<file path="config.mk">
export PLATFORM = sky130hd
export DESIGN_NAME = mult_unit
export DESIGN_NICKNAME = d
export VERILOG_FILES = /design/src/rtl/mult_unit_pkg.sv /design/src/rtl/mult_unit_register.sv /design/src/rtl/mult_unit.sv
export SDC_FILE = /design/constraint.sdc
export NUM_CORES = 1
export LEC_CHECK = 0
export CORE_MARGIN = 2
export CORE_UTILIZATION = 27
export DETAILED_ROUTE_END_ITERATION = 8
export GPL_TIMING_DRIVEN = 0
export PLACE_DENSITY = 0.51
export SLEW_MARGIN = 30
export SYNTH_ARGS = -nofsm -noshare
export SYNTH_HDL_FRONTEND = slang
export SYNTH_HIERARCHICAL = 1
export SYNTH_SLANG_ARGS = --single-unit
</file>
<file path="constraint.sdc">
create_clock -name clk -period 10.1 [get_ports clk]
set_clock_uncertainty 0.2 [all_clocks]
set_input_delay 2.02 -clock clk [delete_from_list [all_inputs] [get_ports clk]]
set_output_delay 2.02 -clock clk [all_outputs]
set_load 0.03 [all_outputs]
</file>
<file path="src/rtl/mult_unit_pkg.sv">
// Shared definitions for the multiply unit and the register-file-adjacent blocks
// that reuse its state encoding and width helpers.
package mult_unit_pkg;

  localparam int unsigned WORD_LENGTH_DEFAULT = 32;

  typedef enum logic [1:0] {
    IDLE = 2'd0,
    RUN  = 2'd1,
    DONE = 2'd2
  } state_t;

  function automatic int unsigned ceil_log(input int unsigned n);
    int unsigned r;
    r = 0;
    while ((64'd1 << r) < 64'(n)) r++;
    return r;
  endfunction

endpackage

</file>
<file path="src/rtl/mult_unit_register.sv">
// Enabled register with asynchronous active-low clear; holds one product half.
module mult_unit_register #(
  parameter int unsigned WIDTH = 32
) (
  input  logic             clk,
  input  logic             reset,
  input  logic             enable,
  input  logic [WIDTH-1:0] d,
  output logic [WIDTH-1:0] q
);

  always_ff @(posedge clk or negedge reset) begin
    if (!reset)      q <= '0;
    else if (enable) q <= d;
  end

endmodule

</file>
<file path="src/rtl/mult_unit.sv">
// Sequential radix-2 shift-add multiplier (MULT/MULTU), one step per clock,
// signed operation via magnitudes plus a final conditional negation.
module mult_unit
  import mult_unit_pkg::*;
#(
  parameter int unsigned WORD_LENGTH  = WORD_LENGTH_DEFAULT,
  parameter int unsigned COUNT_LENGTH = ceil_log(WORD_LENGTH) + 1
) (
  input  logic                   clk,
  input  logic                   reset,
  input  logic                   start,
  input  logic                   is_signed,
  input  logic [WORD_LENGTH-1:0] multiplicand,
  input  logic [WORD_LENGTH-1:0] multiplier,
  output logic                   ready,
  output logic                   done,
  output logic [WORD_LENGTH-1:0] hi,
  output logic [WORD_LENGTH-1:0] lo
);

  state_t state, state_next;

  logic [WORD_LENGTH-1:0]    mcand_q;
  logic [2*WORD_LENGTH:0]    acc_q, acc_next;
  logic [WORD_LENGTH:0]      sum;
  logic [COUNT_LENGTH-1:0]   count_q;
  logic                      sign_q;
  logic                      last_step, load_result;
  logic [WORD_LENGTH-1:0]    mag_a, mag_b;
  logic [2*WORD_LENGTH-1:0]  product, result;

  // The most-negative operand negates to itself; read unsigned it is the
  // correct magnitude 2^(W-1), so no extra bit is needed.
  assign mag_a = (is_signed && multiplicand[WORD_LENGTH-1]) ? -multiplicand : multiplicand;
  assign mag_b = (is_signed && multiplier[WORD_LENGTH-1])   ? -multiplier   : multiplier;

  always_comb begin
    sum      = acc_q[2*WORD_LENGTH:WORD_LENGTH]
             + (acc_q[0] ? {1'b0, mcand_q} : '0);
    acc_next = {sum, acc_q[WORD_LENGTH-1:0]} >> 1;
    product  = acc_next[2*WORD_LENGTH-1:0];
    result   = sign_q ? -product : product;
  end

  assign last_step   = (count_q == COUNT_LENGTH'(WORD_LENGTH - 1));
  assign load_result = (state == RUN) && last_step;
  assign ready       = (state == IDLE);
  assign done        = (state == DONE);

  always_ff @(posedge clk or negedge reset) begin
    if (!reset) state <= IDLE;
    else        state <= state_next;
  end

  always_comb begin
    state_next = state;
    case (state)
      IDLE:    if (start) state_next = RUN;
      RUN:     if (last_step) state_next = DONE;
      DONE:    state_next = IDLE;
      default: state_next = IDLE;
    endcase
  end

  always_ff @(posedge clk or negedge reset) begin
    if (!reset) begin
      mcand_q <= '0;
      acc_q   <= '0;
      count_q <= '0;
      sign_q  <= 1'b0;
    end else begin
      case (state)
        IDLE: if (start) begin
          mcand_q <= mag_a;
          acc_q   <= {{(WORD_LENGTH+1){1'b0}}, mag_b};
          count_q <= '0;
          sign_q  <= is_signed & (multiplicand[WORD_LENGTH-1] ^ multiplier[WORD_LENGTH-1]);
        end
        RUN: begin
          acc_q   <= acc_next;
          count_q <= count_q + 1'b1;
        end
        default: ;
      endcase
    end
  end

  mult_unit_register #(.WIDTH(WORD_LENGTH)) u_hi (
    .clk    (clk),
    .reset  (reset),
    .enable (load_result),
    .d      (result[2*WORD_LENGTH-1:WORD_LENGTH]),
    .q      (hi)
  );

  mult_unit_register #(.WIDTH(WORD_LENGTH)) u_lo (
    .clk    (clk),
    .reset  (reset),
    .enable (load_result),
    .d      (result[WORD_LENGTH-1:0]),
    .q      (lo)
  );

endmodule

</file>
==> results list <==
- Total internal power: approximately 1.9 mW
- CP Max Fanout: 10
- The analysis attributes to cell leakage a power of 5.515 nW.
- After synthesis, the share of flip-flops with an asynchronous set or reset is 100.0%.
- In this run, post-CTS hold repair placed 0 buffers.
- Required time at the worst-slack endpoint: approximately 10 ns
- Count of synthesis-stage warnings from yosys: 6
* DP Cell Count: 1,865
- Most used flip-flop cell after synthesis: dfrtp_1
- Antenna violations before repair: 0
* Fmax: 173.3 MHz
- Most area-hungry cell type in the Yosys netlist: dfrtp_1
* Number of maximum-capacitance constraint violations: 0
- Setup slack on the worst reg-to-reg path comes out at 4.33 ns.
- Global-route usage over all layers: ~16%
- STA classifies the critical path startpoint as a flip-flop.
- Along the worst hold path, the cell count comes to 2.
- The path with the worst hold slack has its endpoint at mcand_q[6].
- Sequential group share of total power: 29.6%
- Summed over all layers, the routed wires come to 34,830 um.
* Yosys top cell area share: 37.71%
* Worst-margin pin slew: 0.9305 ns
- Once the floorplan was initialized, standard cells occupied 27.40% of the core.
- Number of cells on the worst reg-to-reg path: 15
* Path category of the worst min-delay check: reg -> reg
* TritonCTS clock tree: yes
- The via count of the first global-routing pass is around 9,500.
- After detailed routing, the number of vias per cell comes to ~5.
- From left edge to right edge, the die measures 207.8 um.
- The synthesized design contains 169 register bits.
* Share of the clock period used by the worst path: 57.14%
- Setup repair after global routing left no endpoint under its margin.
- The share of total power dissipated in combinational logic is 51.9%.
- The worst hold path begins at mcand_q[6].
- Counting the fill cells in the layout gives roughly 4,300.
- After detailed routing, the average wire length per cell comes to 18.36 um.
- Dominant cell by count in the synthesized netlist: dfrtp_1
- Across all hold checks on the routed design, the worst slack comes to 0.2757 ns.
* Floorplan core area: 40,920 sq um
* GPL Wtd Cong: between 0.8 and 0.9
* IR Drop Worst-Case VDD: 0.1240 mV
- Clock root buffer: clkbuf_16
- The worst path meets setup with 4.329 ns of slack.
- CTS resizes: 0
- The detailed router finished its first iteration with 663 violations.
* Endpoints failing hold: 0
* Cell variety after synth: 66
* Port bufs: ~130
* DR vias: 9,479
- During I/O placement, the number of pins put on the boundary was 134.
- The run finished with clean final reports.
- Most used standard cells in the synthesized netlist: dfrtp_1 (169), nand2_1 (148), o21ai_0 (128)
- CP endpoint kind: flip-flop
* Startpoint of the worst register-to-register path: acc_q[0]
- Cell area after synthesis: 11,210 sq um
* Worst r2r dst: u_hi/q[26]
- Num CTS Buffers: 17
* Part of the Yosys area used for sequential elements: 37.71%
* HPWL after detailed placement: ~27,000 um
- The first global-routing pass estimated 55,250 um of wire.
- Clock transition at path regs: 0.07 ns
- Total Die Area: between 40,000 and 50,000 sq um
* Count of H-tree levels built during CTS: 4
- In this run the tightest slew margin relative to its limit is 37.43%.
- Number of nets produced by synthesis: 1,303
- By area the synthesized netlist is led by dfrtp_1 (38%), mux2_4 (8.0%), xnor2_1 (8.0%).
- In this run, synthesis inferred 0 flip-flops with an integrated enable.
* Post-detailed-route DRC marker count: 0
- Total power for the finished layout comes to 3.542 mW.
- Classification of the worst setup path: reg -> reg
* Final Setup Violations: 0
- Antenna viol nets, final: 0
- Placement-stage worst setup slack: 4.450 ns
- The area growth from synthesis to layout is 23.36%.
* Sinks on the clock net: 169
- For this design the ratio of total power to cell area is 256.0 nW/um^2.
- Latest clock arrival within the worst-skew pair: 0.45 ns
- Fin. max-slew vios: 0
- Counting every instance in the synthesized netlist gives 1,198.
- # rows: 74
- Share of layout cells above drive strength 1: 9.011%
- The first TritonRoute pass finished after 5 iterations.
- After clock tree synthesis, the setup repair step added 0 buffers.
* Remaining Overflow, GRT: 0
- Final Non-Filler Cells: 1,897
- Switching share of total power: 46.33%
- Part of the power in the clock network: around 18%
- At the worst endpoint, the arrival time is approximately 6 ns.
* Number of antenna diodes: 0
- Clk buf depth: 2
* Y dimension of the die: 207.8 um
- Syn Area/Cell: between 9 and 10 sq um
- Layout net count: 1,457
- Minimum clock period after layout: 5.771 ns
- Largest net degree at the start of global routing: 76
- Psw: between 1.5 and 2 mW
power by group through the flow:
stage               combinational, mW  clock (mW)  sequential (mW)
global placement                 1.82           0             1.05
detailed placement               1.83           0             1.06
CTS                              1.84       0.672             1.05
finish                           1.84       0.653             1.05
global route                     2.05       0.697             1.08
floorplan                        1.31           0             1.01
worst max-delay path by stage:
stage | from | end | slack, ns | cells after the start
floorplan | multiplicand[4] | mcand_q[29] | 5.47 | 10
global placement | reset | mcand_q[27] | -0.63 | 1
detailed placement | multiplicand[2] | mcand_q[30] | 4.45 | 11
CTS | acc_q[0] | u_hi/q[26] | 4.43 | 15
global route | acc_q[0] | u_hi/q[26] | 3.97 | 15
finish | acc_q[0] | u_hi/q[26] | 4.33 | 15
layout make-up:
cell class              count  area [sq um]  area share, %
plain buffers              60         340.3          2.460
clock buffers              18         429.2          3.102
clock inverters            14         133.9         0.9677
inverters                  18         67.56         0.4884
multi-input cells         951          6578          47.54
flip-flops and latches    169          4229          30.57
well taps                 532         665.6          4.811
repair buffers            135          1391          10.06
layer usage:
layer  wire [um]  GRT usage, %  vias to the layer above  share of wire [%]
met2       16600         26.70                      179                 48
met5           0             0                        -                  0
li1            -             -                     4614                  -
met4         437         3.571                        0                1.3
met3        1032         2.451                       23                3.0
met1       16760         22.50                     4663                 48
through the flow:
step / TNS (ns) / utilization (%) / area [sq um]
floorplan: 0 / - / 11210
global placement: -103.11 / 32.28 / 13210
detailed placement: 0 / 32.43 / 13270
CTS: 0 / 33.81 / 13830
global route: 0 / 33.81 / 13830
finish: 0 / 33.81 / 13830
flip-flops by register name, summed over array words and instances, names as in the netlist:
register and flops:
sign_q 1, state 2, count_q 6, u_hi/q 32, u_lo/q 32, acc_q 64, mcand_q 32
worst max-delay path, cell delays in order (launching register included):
cell and delay, ns:
dfrtp_1 0.50, clkbuf_1 0.44, and2_1 0.29, ha_1 0.23, fa_1 0.23, a211oi_1 0.11, o31ai_1 0.59, a31oi_1 0.27
o21ai_0 0.25, xor2_1 0.17, or4_1 0.62, nor4_1 0.71, nand3_1 0.27, o41ai_1 0.36, xnor2_1 0.12, mux2_4 0.27
kinds of logic after synthesis:
logic type,after synthesis,share of synthesized area (%)
xor+xnor,149,11.64
flops,169,37.71
compound gates,323,17.88
simple gates,377,16.41
mux,65,8.524
fa+ha+maj,37,4.195
buf+inv,78,3.637
cell usage in the layout, fill, tap and decap left out, types with 4 or more instances in the layout:
master	n
dfrtp_1	169
a21oi_1	55
clkdlybuf4s50_1	132
mux2_2	4
o211ai_1	5
nor3_1	15
or3_1	8
nand4_1	9
or4_4	6
ha_1	36
o21ai_1	5
and2_1	36
nor2_1	60
o31ai_1	27
nor4_1	15
a22oi_1	30
buf_12	6
buf_1	4
a31oi_1	11
inv_6	6
clkbuf_16	17
o21a_1	8
o21ai_0	128
nand2_1	148
nand3_1	47
inv_1	17
nand2b_1	6
mux2_4	60
a211oi_1	5
clkbuf_1	47
xor2_1	47
o41ai_1	13
or4_1	10
xnor2_1	102
a21o_1	12
(Power assumes the default switching activity.)
